===== src/rtl/fifo_pkg.sv =====
// Shared defaults, flag bundle and address-wrap helper for the FIFO controller.
package fifo_pkg;

    localparam int unsigned ADDRSIZE_DEF = 8;
    localparam int unsigned DEPTH_DEF    = 90;
    localparam int unsigned AF_LEVEL_DEF = DEPTH_DEF - 4;
    localparam int unsigned AE_LEVEL_DEF = 4;

    typedef struct packed {
        logic wfull;
        logic rempty;
        logic almost_full;
        logic almost_empty;
    } fifo_flags_t;

    localparam fifo_flags_t FLAGS_RST = '{
        wfull:        1'b0,
        rempty:       1'b1,
        almost_full:  1'b0,
        almost_empty: 1'b1
    };

    // Next address with modulo-depth wrap (depth need not be a power of two).
    function automatic int unsigned next_addr(input int unsigned addr, input int unsigned depth);
        return (addr == depth - 1) ? 0 : addr + 1;
    endfunction

endpackage


===== src/rtl/fifo_ptr.sv =====
// Modulo-DEPTH incrementing address register with enable.
module fifo_ptr
    import fifo_pkg::*;
#(
    parameter int unsigned AW    = ADDRSIZE_DEF - 1,
    parameter int unsigned DEPTH = DEPTH_DEF
)
(
    input  logic          clk,
    input  logic          rst,
    input  logic          en,
    output logic [AW-1:0] addr
);

    always_ff @(posedge clk) begin
        if (rst) begin
            addr <= '0;
        end else if (en) begin
            addr <= AW'(next_addr(32'(addr), DEPTH));
        end
    end

endmodule


===== src/rtl/fifo_ctrl.sv =====
// Single-clock FIFO controller for an external memory with one-cycle registered read.
// Optional sticky overflow/underflow outputs are enabled with `define FIFO_CTRL_ERR_EN.
module fifo_ctrl
    import fifo_pkg::*;
#(
    parameter int unsigned ADDRSIZE = ADDRSIZE_DEF,
    parameter int unsigned DEPTH    = DEPTH_DEF,
    parameter int unsigned AF_LEVEL = DEPTH - 4,
    parameter int unsigned AE_LEVEL = AE_LEVEL_DEF
)
(
    input  logic                clk,
    input  logic                rst,
    input  logic                push,
    input  logic                pop,
    output logic                wr_en,
    output logic                wfull,
    output logic [ADDRSIZE-2:0] wr_addr,
    output logic                rd_en,
    output logic [ADDRSIZE-2:0] rd_addr,
    output logic                rempty,
    output logic                rd_valid,
    output logic [ADDRSIZE-1:0] count,
    output logic                almost_full,
    output logic                almost_empty
`ifdef FIFO_CTRL_ERR_EN
    ,
    output logic                overflow,
    output logic                underflow
`endif
);

    localparam int unsigned AW = ADDRSIZE - 1;
    localparam int unsigned CW = ADDRSIZE;

    fifo_flags_t   flags_q;
    fifo_flags_t   flags_d;
    logic [CW-1:0] count_q;
    logic [CW-1:0] count_d;

    // Strobes use the current registered flags; reset blocks any transfer.
    always_comb begin
        wr_en = push & ~flags_q.wfull  & ~rst;
        rd_en = pop  & ~flags_q.rempty & ~rst;
    end

    // Flags are computed from the next count so they land together with it.
    always_comb begin
        count_d = count_q;
        unique case ({wr_en, rd_en})
            2'b10:   count_d = count_q + CW'(1);
            2'b01:   count_d = count_q - CW'(1);
            default: count_d = count_q;
        endcase
        flags_d.wfull        = (count_d == CW'(DEPTH));
        flags_d.rempty       = (count_d == '0);
        flags_d.almost_full  = (count_d >= CW'(AF_LEVEL));
        flags_d.almost_empty = (count_d <= CW'(AE_LEVEL));
    end

    always_ff @(posedge clk) begin
        if (rst) begin
            count_q  <= '0;
            flags_q  <= FLAGS_RST;
            rd_valid <= 1'b0;
        end else begin
            count_q  <= count_d;
            flags_q  <= flags_d;
            rd_valid <= rd_en;
        end
    end

    assign count        = count_q;
    assign wfull        = flags_q.wfull;
    assign rempty       = flags_q.rempty;
    assign almost_full  = flags_q.almost_full;
    assign almost_empty = flags_q.almost_empty;

    fifo_ptr #(
        .AW    (AW),
        .DEPTH (DEPTH)
    ) u_wr_ptr (
        .clk  (clk),
        .rst  (rst),
        .en   (wr_en),
        .addr (wr_addr)
    );

    fifo_ptr #(
        .AW    (AW),
        .DEPTH (DEPTH)
    ) u_rd_ptr (
        .clk  (clk),
        .rst  (rst),
        .en   (rd_en),
        .addr (rd_addr)
    );

`ifdef FIFO_CTRL_ERR_EN
    // Sticky error flags: only reset clears them.
    always_ff @(posedge clk) begin
        if (rst) begin
            overflow  <= 1'b0;
            underflow <= 1'b0;
        end else begin
            if (push && flags_q.wfull) begin
                overflow <= 1'b1;
            end
            if (pop && flags_q.rempty) begin
                underflow <= 1'b1;
            end
        end
    end
`endif

endmodule


===== config.mk =====
export PLATFORM = sky130hd
export DESIGN_NAME = fifo_ctrl
export DESIGN_NICKNAME = d
export VERILOG_FILES = /design/src/rtl/fifo_pkg.sv /design/src/rtl/fifo_ptr.sv /design/src/rtl/fifo_ctrl.sv
export SDC_FILE = /design/constraint.sdc
export NUM_CORES = 1
export LEC_CHECK = 0
export BUFFER_PORTS_ARGS = -buffer_cell sky130_fd_sc_hd__buf_2
export CAP_MARGIN = 10
export CORE_ASPECT_RATIO = 1.5
export CORE_MARGIN = 2
export CORE_UTILIZATION = 54
export CTS_CLUSTER_DIAMETER = 50
export DETAILED_ROUTE_END_ITERATION = 8
export MAX_ROUTING_LAYER = met4
export PLACE_DENSITY = 0.8
export SETUP_SLACK_MARGIN = 0.4
export SYNTH_ARGS = -nofsm -noshare
export SYNTH_HDL_FRONTEND = slang
export SYNTH_SLANG_ARGS = --single-unit
export TNS_END_PERCENT = 100

===== constraint.sdc =====
create_clock -name clk -period 3.8 [get_ports clk]
set_clock_uncertainty 0.2 [all_clocks]
set_input_delay 0.38 -clock clk [delete_from_list [all_inputs] [get_ports clk]]
set_output_delay 0.38 -clock clk [all_outputs]
set_load 0.05 [all_outputs]

==> flow_summary.json <==
{
  "status": "completed",
  "netlist_area_sq_mm": 0.00155,
  "routabilityCongestion": 0.907,
  "postCtsHoldBufs": 0,
  "grt_pass1_wl_mm": 5.97,
  "syn_inst": 174,
  "diodes": 0,
  "clock_path_buffers": 2,
  "finalPower_uw": 687,
  "synthFlopType": "dfxtp_1",
  "timing.fmax_ghz": 0.312,
  "startpoint_type": "flip-flop",
  "path_max_fanout": 10,
  "seq_power_share_pct": 46.0,
  "vias": 1424,
  "hold_class": "in -> reg",
  "cts_made_buffers": 3,
  "antenna_left": 0,
  "dp_cells": 237,
  "cts_sinks": 27,
  "synth_edf_count": 0,
  "dr.pass1.iters": 4,
  "cp.arrival_ns": 3.17,
  "powerDensity_mw_per_mm2": 384,
  "postLayoutCellArea_sq_mm": 0.00179,
  "pin_count": 33,
  "slew_headroom_pct": 69.3,
  "fin_util_pct": 66.1,
  "drive_above_1_share_pct": 23.4,
  "p_int_uw": 436,
  "min_period_ns": 3.20,
  "coreArea_sq_mm": 0.00271,
  "clockRootBuffer": "clkbuf_8",
  "netSwitchingFraction_pct": 36.6,
  "crit_path_start": "wfull$_SDFF_PP0_",
  "antenna_found_initial": 0,
  "criticalPathCategory": "reg -> reg",
  "area_growth_pct": 15.3,
  "gr-usage-all-layers_pct": 24.5,
  "rsz0062_at_grt": "no",
  "drv_slew": 0,
  "max-cap-violations": 0,
  "combPwrFrac_pct": 30.4,
  "seq_area_frac_synth_pct": 34.9,
  "r2r-start": "wfull$_SDFF_PP0_",
  "crit_required_ns": 3.77,
  "die_area_sq_mm": 0.00332,
  "grt_max_degree": 20,
  "clk_latency_ns": 0.27,
  "setup_tns_ns": 0,
  "die_h_microns": 69.6,
  "nFillCells": 244,
  "portBuffers": 32,
  "critPathCaptureType": "flip-flop",
  "layout.nets": 222,
  "max-vdd-ir-drop_mv": 0.277,
  "synth_nets": 190,
  "grt_pass1_vias": 1381,
  "vias_per_cell": 5.88,
  "p_sw_uw": 251,
  "worstMarginPinSlew_ns": 0.457,
  "hold_start": "pop",
  "initial_core_util_pct": 57.3,
  "syn_avg_cell_area_sq_um": 8.91,
  "num_rows": 23,
  "p_leak_uw": 0.000782,
  "finalNonFillerCells": 242,
  "hold_viol": 0,
  "synthArstFlopShare_pct": 0,
  "cts_tree": "built",
  "drt_iter0_markers": 60,
  "post-dp-hpwl_mm": 2.92,
  "clkSlewWorstSetupHoldPaths_ns": 0.10,
  "p_clk_share_pct": 23.6,
  "dpl-instance-area_sq_mm": 0.00173,
  "ys_types": 51,
  "drc": 0,
  "period_share_pct": 84.2,
  "wire_per_inst_microns": 15.5,
  "grt-ovfl-total": 0,
  "synth_seq_cells": 27,
  "finalSetupViolCount": 0,
  "wl_mm": 3.74,
  "yosysWarnings": 0,
  "fp.dieW_microns": 47.7,
  "h-tree-depth": 1
}
==> through the flow <==
| stage | setup slack, ns | hold WS [ns] |
|---|---|---|
| after global routing | 0.392 | 0.313 |
| after CTS | 0.554 | 0.296 |
| final | 0.599 | 0.290 |
| after detailed placement | 0.491 | 0.295 |
| after floorplan | 0.524 | 0.432 |
| after global placement | 0.607 | 0.283 |
==> layout make-up <==
type                    instances  area [sq um]  share of cell area, %
repair buffers                 33           168                   9.38
inverters                       6          22.5                   1.26
clock inverters                 1          7.51                  0.420
multi-input cells             135           962                   53.8
flip-flops and latches         27           541                   30.2
well taps                      37          46.3                   2.59
clock buffers                   3          41.3                   2.31
==> placed cells by master, fill, tap and decap left out, drive strengths merged, types with 5 or more instances in the layout <==
master  instances
ha             11
nand2          16
inv             6
xor2            8
buf            33
nor2           22
dfxtp          27
a211oi          5
o21ai           8
a21oi           9
==> state kept, by name (all words and copies together) (netlist names) <==
register / cells
u_rd_ptr.addr: 7
u_wr_ptr.addr: 7
wfull: 1
rd_valid: 1
almost_full: 1
count: 8
rempty: 1
almost_empty: 1
==> logic make-up (layout without fill, tap and decap cells) <==
family                   Yosys count  after routing  share of synthesized area [%]
AO/OA/AOI/OAI                     39             39                           19.2
AND/OR/NAND/NOR                   70             70                           23.4
adder cells (fa/ha/maj)           12             12                           10.2
buffers and inverters             12             43                           4.20
multiplexers                       3              3                           1.94
flip-flops                        27             27                           34.9
XOR/XNOR                          11             11                           6.22
==> power groups by stage <==
| stage | clock network, uW | registers, uW | logic, uW |
|---|---|---|---|
| 2_1_floorplan | 0 | 377 | 111 |
| 3_3_place_gp | 0 | 321 | 199 |
| 3_5_place_dp | 0 | 323 | 205 |
| 4_1_cts | 166 | 316 | 207 |
| 5_1_grt | 176 | 319 | 226 |
| 6_report | 162 | 316 | 209 |
==> cells in the mapped netlist (2+ instances only) <==
master / n / area [sq um]
a211oi_1: 3 / 22.5
a211oi_2: 2 / 25.0
a21o_1: 2 / 15.0
a21oi_1: 8 / 40.0
and3_1: 3 / 18.8
and4_1: 2 / 17.5
buf_6: 2 / 22.5
clkbuf_1: 2 / 7.51
dfxtp_1: 27 / 541
ha_1: 11 / 138
inv_1: 6 / 22.5
mux2i_1: 3 / 30.0
nand2_1: 16 / 60.1
nand3_1: 2 / 10.0
nand4_1: 3 / 18.8
nor2_1: 22 / 82.6
nor2b_1: 3 / 18.8
nor3_1: 3 / 15.0
nor3b_1: 3 / 22.5
nor4b_1: 3 / 26.3
o21ai_0: 6 / 30.0
or3_1: 3 / 18.8
or4_1: 2 / 15.0
xnor2_1: 3 / 26.3
xor2_1: 8 / 70.1
==> worst paths after layout <==
kind | end | slack [ns] | cells after the start
max | almost_empty$_SDFF_PP1_ | 0.60 | 13
min | rd_valid$_SDFF_PP0_ | 0.29 | 3
max reg2reg | almost_empty$_SDFF_PP1_ | 0.60 | 13
min reg2reg | u_wr_ptr.addr[6]$_SDFFE_PP0P_ | 0.30 | 2
==> routing by layer <==
metal  up-vias  share of wire [%]  GRT usage (%)
met5         -                  0              -
met4         0                4.8           12.6
met3        16                3.9           2.60
met2        55                 54           41.8
met1       662                 37           25.5
li1        691                  -              -
==> worst max-delay path, cell delays in order, from the launching register on <==
cell and delay [ns]:
dfxtp_1 0.32, inv_1 0.06, nand2_1 0.13, nor2_4 0.16
inv_1 0.06, ha_2 0.27, ha_1 0.51, a21oi_2 0.13
o21ai_2 0.27, nor4b_1 0.09, a311oi_1 0.42, a211oi_2 0.09
buf_4 0.17, a41o_1 0.22
==> what timing repair did <==
item                                    4_1_cts  5_1_grt
buffers inserted                              0        1
endpoints found under the setup margin        0        5
resized for setup                             0        1
hold endpoints to repair                      0        0
(Power assumes the default switching activity.)
